===== src/rtl/aes_multi_channel_sched.sv =====
// Round-robin front end that time-shares one iterative AES-128 core among NCH channels,
// with a per-channel result slot and a sticky per-channel core-timeout flag.
module aes_multi_channel_sched #(
    parameter int NCH     = 4,
    parameter int KW      = 128,
    parameter int DW      = 128,
    parameter int TIMEOUT = 32
) (
    input  logic              clk,
    input  logic              rst,
    input  logic [NCH-1:0]    in_valid,
    output logic [NCH-1:0]    in_ready,
    input  logic [NCH*KW-1:0] in_key,
    input  logic [NCH*DW-1:0] in_text,
    output logic [NCH-1:0]    out_valid,
    input  logic [NCH-1:0]    out_ready,
    output logic [NCH*DW-1:0] out_data,
    output logic              core_ld,
    output logic [KW-1:0]     core_key,
    output logic [DW-1:0]     core_text,
    input  logic              core_done,
    input  logic [DW-1:0]     core_dout,
    output logic              busy,
    output logic [NCH-1:0]    err,
    input  logic              err_clr
);

    localparam int PW = (NCH > 1) ? $clog2(NCH) : 1;
    localparam int CW = $clog2(TIMEOUT + 1);

    typedef enum logic [1:0] {
        IDLE,
        ISSUE,
        BUSY
    } state_t;

    state_t          state;
    state_t          state_next;
    logic [PW-1:0]   rr_ptr;
    logic [PW-1:0]   gidx;
    logic [PW-1:0]   grant_idx;
    logic            grant_found;
    logic [CW-1:0]   cnt;
    logic            timeout_hit;

    assign timeout_hit = (cnt == CW'(TIMEOUT - 1));

    // A channel with a full result slot is skipped so a completion always has somewhere to land.
    always_comb begin
        int            idx;
        logic [PW-1:0] cand;
        grant_found = 1'b0;
        grant_idx   = '0;
        idx         = 0;
        cand        = '0;
        for (int i = 0; i < NCH; i++) begin
            idx = int'(rr_ptr) + i;
            if (idx >= NCH) begin
                idx = idx - NCH;
            end
            cand = PW'(idx);
            if (!grant_found && in_valid[cand] && !out_valid[cand]) begin
                grant_found = 1'b1;
                grant_idx   = cand;
            end
        end
    end

    always_ff @(posedge clk or negedge rst) begin
        if (!rst) begin
            state <= IDLE;
        end else begin
            state <= state_next;
        end
    end

    always_comb begin
        state_next = state;
        in_ready   = '0;
        core_ld    = 1'b0;
        busy       = (state != IDLE);
        case (state)
            IDLE: begin
                if (rst && grant_found) begin
                    in_ready[grant_idx] = 1'b1;
                    state_next          = ISSUE;
                end
            end
            ISSUE: begin
                core_ld    = 1'b1;
                state_next = BUSY;
            end
            BUSY: begin
                if (core_done || timeout_hit) begin
                    state_next = IDLE;
                end
            end
            default: state_next = IDLE;
        endcase
    end

    // A done arriving on the last allowed cycle still counts as success.
    always_ff @(posedge clk or negedge rst) begin
        if (!rst) begin
            rr_ptr    <= '0;
            gidx      <= '0;
            cnt       <= '0;
            core_key  <= '0;
            core_text <= '0;
            out_valid <= '0;
            out_data  <= '0;
            err       <= '0;
        end else begin
            for (int c = 0; c < NCH; c++) begin
                if (out_valid[c] && out_ready[c]) begin
                    out_valid[c] <= 1'b0;
                end
            end
            if (err_clr) begin
                err <= '0;
            end
            case (state)
                IDLE: begin
                    if (grant_found) begin
                        gidx      <= grant_idx;
                        core_key  <= in_key[int'(grant_idx)*KW +: KW];
                        core_text <= in_text[int'(grant_idx)*DW +: DW];
                        rr_ptr    <= (int'(grant_idx) == NCH - 1) ? '0 : grant_idx + PW'(1);
                    end
                end
                ISSUE: begin
                    cnt <= '0;
                end
                BUSY: begin
                    cnt <= cnt + CW'(1);
                    if (core_done) begin
                        out_data[int'(gidx)*DW +: DW] <= core_dout;
                        out_valid[gidx]               <= 1'b1;
                    end else if (timeout_hit) begin
                        err[gidx] <= 1'b1;
                    end
                end
                default: ;
            endcase
        end
    end

endmodule


===== config.mk =====
export PLATFORM = sky130hd
export DESIGN_NAME = aes_multi_channel_sched
export DESIGN_NICKNAME = d
export VERILOG_FILES = /design/src/rtl/aes_multi_channel_sched.sv
export SDC_FILE = /design/constraint.sdc
export NUM_CORES = 1
export LEC_CHECK = 0
export CAP_MARGIN = 20
export CORE_AREA = 2 2 760 762
export CTS_CLUSTER_DIAMETER = 40
export DETAILED_ROUTE_END_ITERATION = 10
export DIE_AREA = 0 0 762 764
export GPL_TIMING_DRIVEN = 0
export SETUP_SLACK_MARGIN = 0.05
export SLEW_MARGIN = 0
export SYNTH_ARGS = -nofsm -noshare
export SYNTH_HDL_FRONTEND = slang
export SYNTH_SLANG_ARGS = --single-unit

===== constraint.sdc =====
create_clock -name clk -period 2.5 [get_ports clk]
set_input_delay 0.375 -clock clk [delete_from_list [all_inputs] [get_ports clk]]
set_output_delay 0.375 -clock clk [all_outputs]
set_load 0.01 [all_outputs]

==> flow_metrics.env <==
export IMPL_tns_ps=-163040
export IMPL_critPathMaxStageDelay_ps=430
export IMPL_worst_clock_skew_ps=129
export IMPL_synth_top_area_frac=0.500
export IMPL_p_leak_nw=30.5
export IMPL_syn_to_final_growth_pct=100
export IMPL_synth_main_ff_cell="dfrtp_1"
export IMPL_timing_final_crit_share=1.37
export IMPL_ioPinCount=1946
export IMPL_layout_common_cells="clkdlybuf4s50_1, dfrtp_1, a22o_1"
export IMPL_dp_hpwl_um=446000
export IMPL_pwr_density_cell_nw_per_um2=1270
export IMPL_max_freq_ghz=0.293
export IMPL_syn_instance_count=3856
export IMPL_ctsHtreeMaxLevel=4
export IMPL_violations="setup timing"
export IMPL_worst_slew_pin_slew_ps=1280
export IMPL_clock_path_buffers=4
export IMPL_final_nets=7291
export IMPL_drt_met1_wl_um=192000
export IMPL_r2r_cells=9
export IMPL_fillerInstances=65100
export IMPL_rsz0062_at_grt="yes"
export IMPL_antenna_found_initial=340
export IMPL_syn_area_per_cell_um2=10.2
export IMPL_reg2reg_from="out_valid[2]"
export IMPL_ys_warn_count=0
export IMPL_die_h_um=764
export IMPL_cp_common_cell="buf_12"
export IMPL_drc=0
export IMPL_fin_ws_ps=-916
export IMPL_root_buffer="clkbuf_16"
export IMPL_critPathLaunchType="flop"
export IMPL_synth_simple_gate_area_frac=0.0322
export IMPL_clk_pin_slew_ps=50
export IMPL_die_area_um2=582000
export IMPL_grtUsageTotal=0.168
export IMPL_multi_input_area_um2=16500
export IMPL_whs_path_depth=2
export IMPL_yosys_area_share_xor_xnor=0.000222
export IMPL_report_final_slew_viol_count=0
export IMPL_async_flop_share=1.00
export IMPL_synth_area_leaders="dfrtp_1, a22o_1, a221oi_1"
export IMPL_synth_edff_count=0
export IMPL_syn_area_um2=39400
export IMPL_start_util=0.0686
export IMPL_synth_seq_cells=788
export IMPL_totalWireLength_um=515000
export IMPL_synth_compound_area_share=0.348
export IMPL_synth_cell_type_count=48
export IMPL_hold_viol=0
export IMPL_die_w_um=762
export IMPL_wl_met2_um=230000
export IMPL_rr_endpoint="core_text[90]"
export IMPL_met3_length_um=57000
export IMPL_cts_buffers=179
export IMPL_ir_drop_mv=0.750
export IMPL_drtAntennaViolNets=0
export IMPL_path_cells="nand2b_2, a211o_1, a21o_1, buf_12, buf_12, buf_16, inv_16, ha_4, and3_4, buf_8"
export IMPL_maxCapViolCount=0
export IMPL_gp_congestion=1.04
export IMPL_routed_top_layer="met5"
export IMPL_worst_ep_arrival_time_ps=3040
export IMPL_finalSetupViolations=561
export IMPL_cts_sinks=788
export IMPL_grt_ovfl_total=0
export IMPL_clock_latency_ps=940
export IMPL_drive_above_1_share=0.145
export IMPL_min_from="out_ready[0]"
export IMPL_viasPerCell=3.46
export IMPL_drt_pass1_iterations=7
export IMPL_hold_end="out_valid[0]"
export IMPL_crit_family="buffers and inverters"
export IMPL_regArea_um2=19700
export IMPL_cp_num_buf_inv=5
export IMPL_muxShareOfSynthArea=0.0109
export IMPL_cts_tree="built"
export IMPL_yosysTopAreaCell="dfrtp_1"
export IMPL_synthesis_nets=5033
export IMPL_grt_pass1_vias=45900
export IMPL_endpoint_kind="output port"
export IMPL_port_buffers=1945
export IMPL_status="complete, but fails checks"
export IMPL_worstPathRequired_ps=2120
export IMPL_grt_max_degree=94
export IMPL_finalPower_mw=100
export IMPL_wl_per_cell_um=36.6
export IMPL_synth_top_family_by_area="compound AO/OA/AOI/OAI gates"
export IMPL_synthAdderAreaFrac=0.00413
export IMPL_row_count=279
export IMPL_crit_slowest_cell="dfrtp_1"
export IMPL_hold_class="primary input to flop"
export IMPL_grt_pass1_wl_um=612000
export IMPL_slew_headroom=0.147
export IMPL_worst_path_max_fanout=5
export IMPL_seq_area_frac_synth=0.500
export IMPL_period_needed_ps=3420
export IMPL_layout_commonest_cell="clkdlybuf4s50_1"
export IMPL_critical_path_class="flop to output port"
export IMPL_reg2reg_setup_slack_ps=-870
export IMPL_vias=48700
export IMPL_coreArea_um2=575000
export IMPL_drtIter0Drc=4774
==> metal layers <==
layer / up-vias / track usage
met5: - / 0
met4: 152 / 0.0983
met3: 1105 / 0.0732
met2: 3707 / 0.267
met1: 24200 / 0.188
li1: 19500 / -
==> cells by family (layout without fill, tap and decap cells) <==
logic type,count (synthesis),count (layout)
AOI/OAI and AO/OA,1742,1742
buffers and inverters,956,3357
DFF,788,788
and+or+nand+nor,313,313
muxes,43,43
adders and majority gates,13,13
xor gates and xnor gates,1,1
other,0,207
==> flip-flops by register name (all words and copies together), names as in the netlist <==
register,cells
core_text,128
core_key,128
out_data,512
rr_ptr,2
state,2
cnt,6
err,4
out_valid,4
gidx,2
==> synth_stat cells, drive strengths merged, types with 43 or more instances <==
master,number
dfrtp,788
inv,492
clkbuf,222
a31oi,236
a211oi,235
o21ai,251
a32oi,235
buf,242
a221oi,235
nand2,43
a22o,512
nor2,241
==> worst max path at each step <==
stage / from / to / cells past startpoint
6_report: out_valid[1] / in_ready[3] / 10
5_1_grt: out_valid[2] / in_ready[2] / 10
4_1_cts: rr_ptr[0] / in_ready[3] / 11
3_5_place_dp: rst / in_ready[0] / 9
3_3_place_gp: rst / core_text[108] / 1
2_1_floorplan: out_valid[1] / in_ready[3] / 9
==> power by group <==
part	switching, mW	total (mW)	internal (mW)
clock	9.05	25.7	16.6
combinational	32.8	53.3	20.5
sequential	3.53	21.3	17.7
total	45.3	100	54.9
==> what timing repair did <==
item,in CTS,in global routing
endpoints found under the setup margin,966,938
resized for setup,233,181
buffers inserted,28,10
gates cloned,7,0
pin swaps,14,14
hold buffers,15,0
endpoints found under the hold margin,253,0
==> through the flow <==
stage	setup slack, ps	hold slack (ps)	utilization	instances	cell area (um^2)
after floorplan	217	79.4	-	3856	39400
after global placement	-39100	480	0.119	13400	68400
after detailed placement	-2430	378	0.121	13500	69700
after CTS	-1080	0.475	0.135	13800	77700
after global routing	-1030	41.1	0.137	14000	78700
final	-916	101	0.137	14100	78900
==> layout make-up <==
cell class,count,share of cell area
clock buffer,211,0.0608
clock inverter,113,0.0202
antenna,207,0.00656
timing repair buffer,2077,0.273
tap,7587,0.120
sequential,788,0.250
inverter,492,0.0238
multi-input combinational,2112,0.209
buffer,464,0.0370
Power figures use the tool's default switching activity.
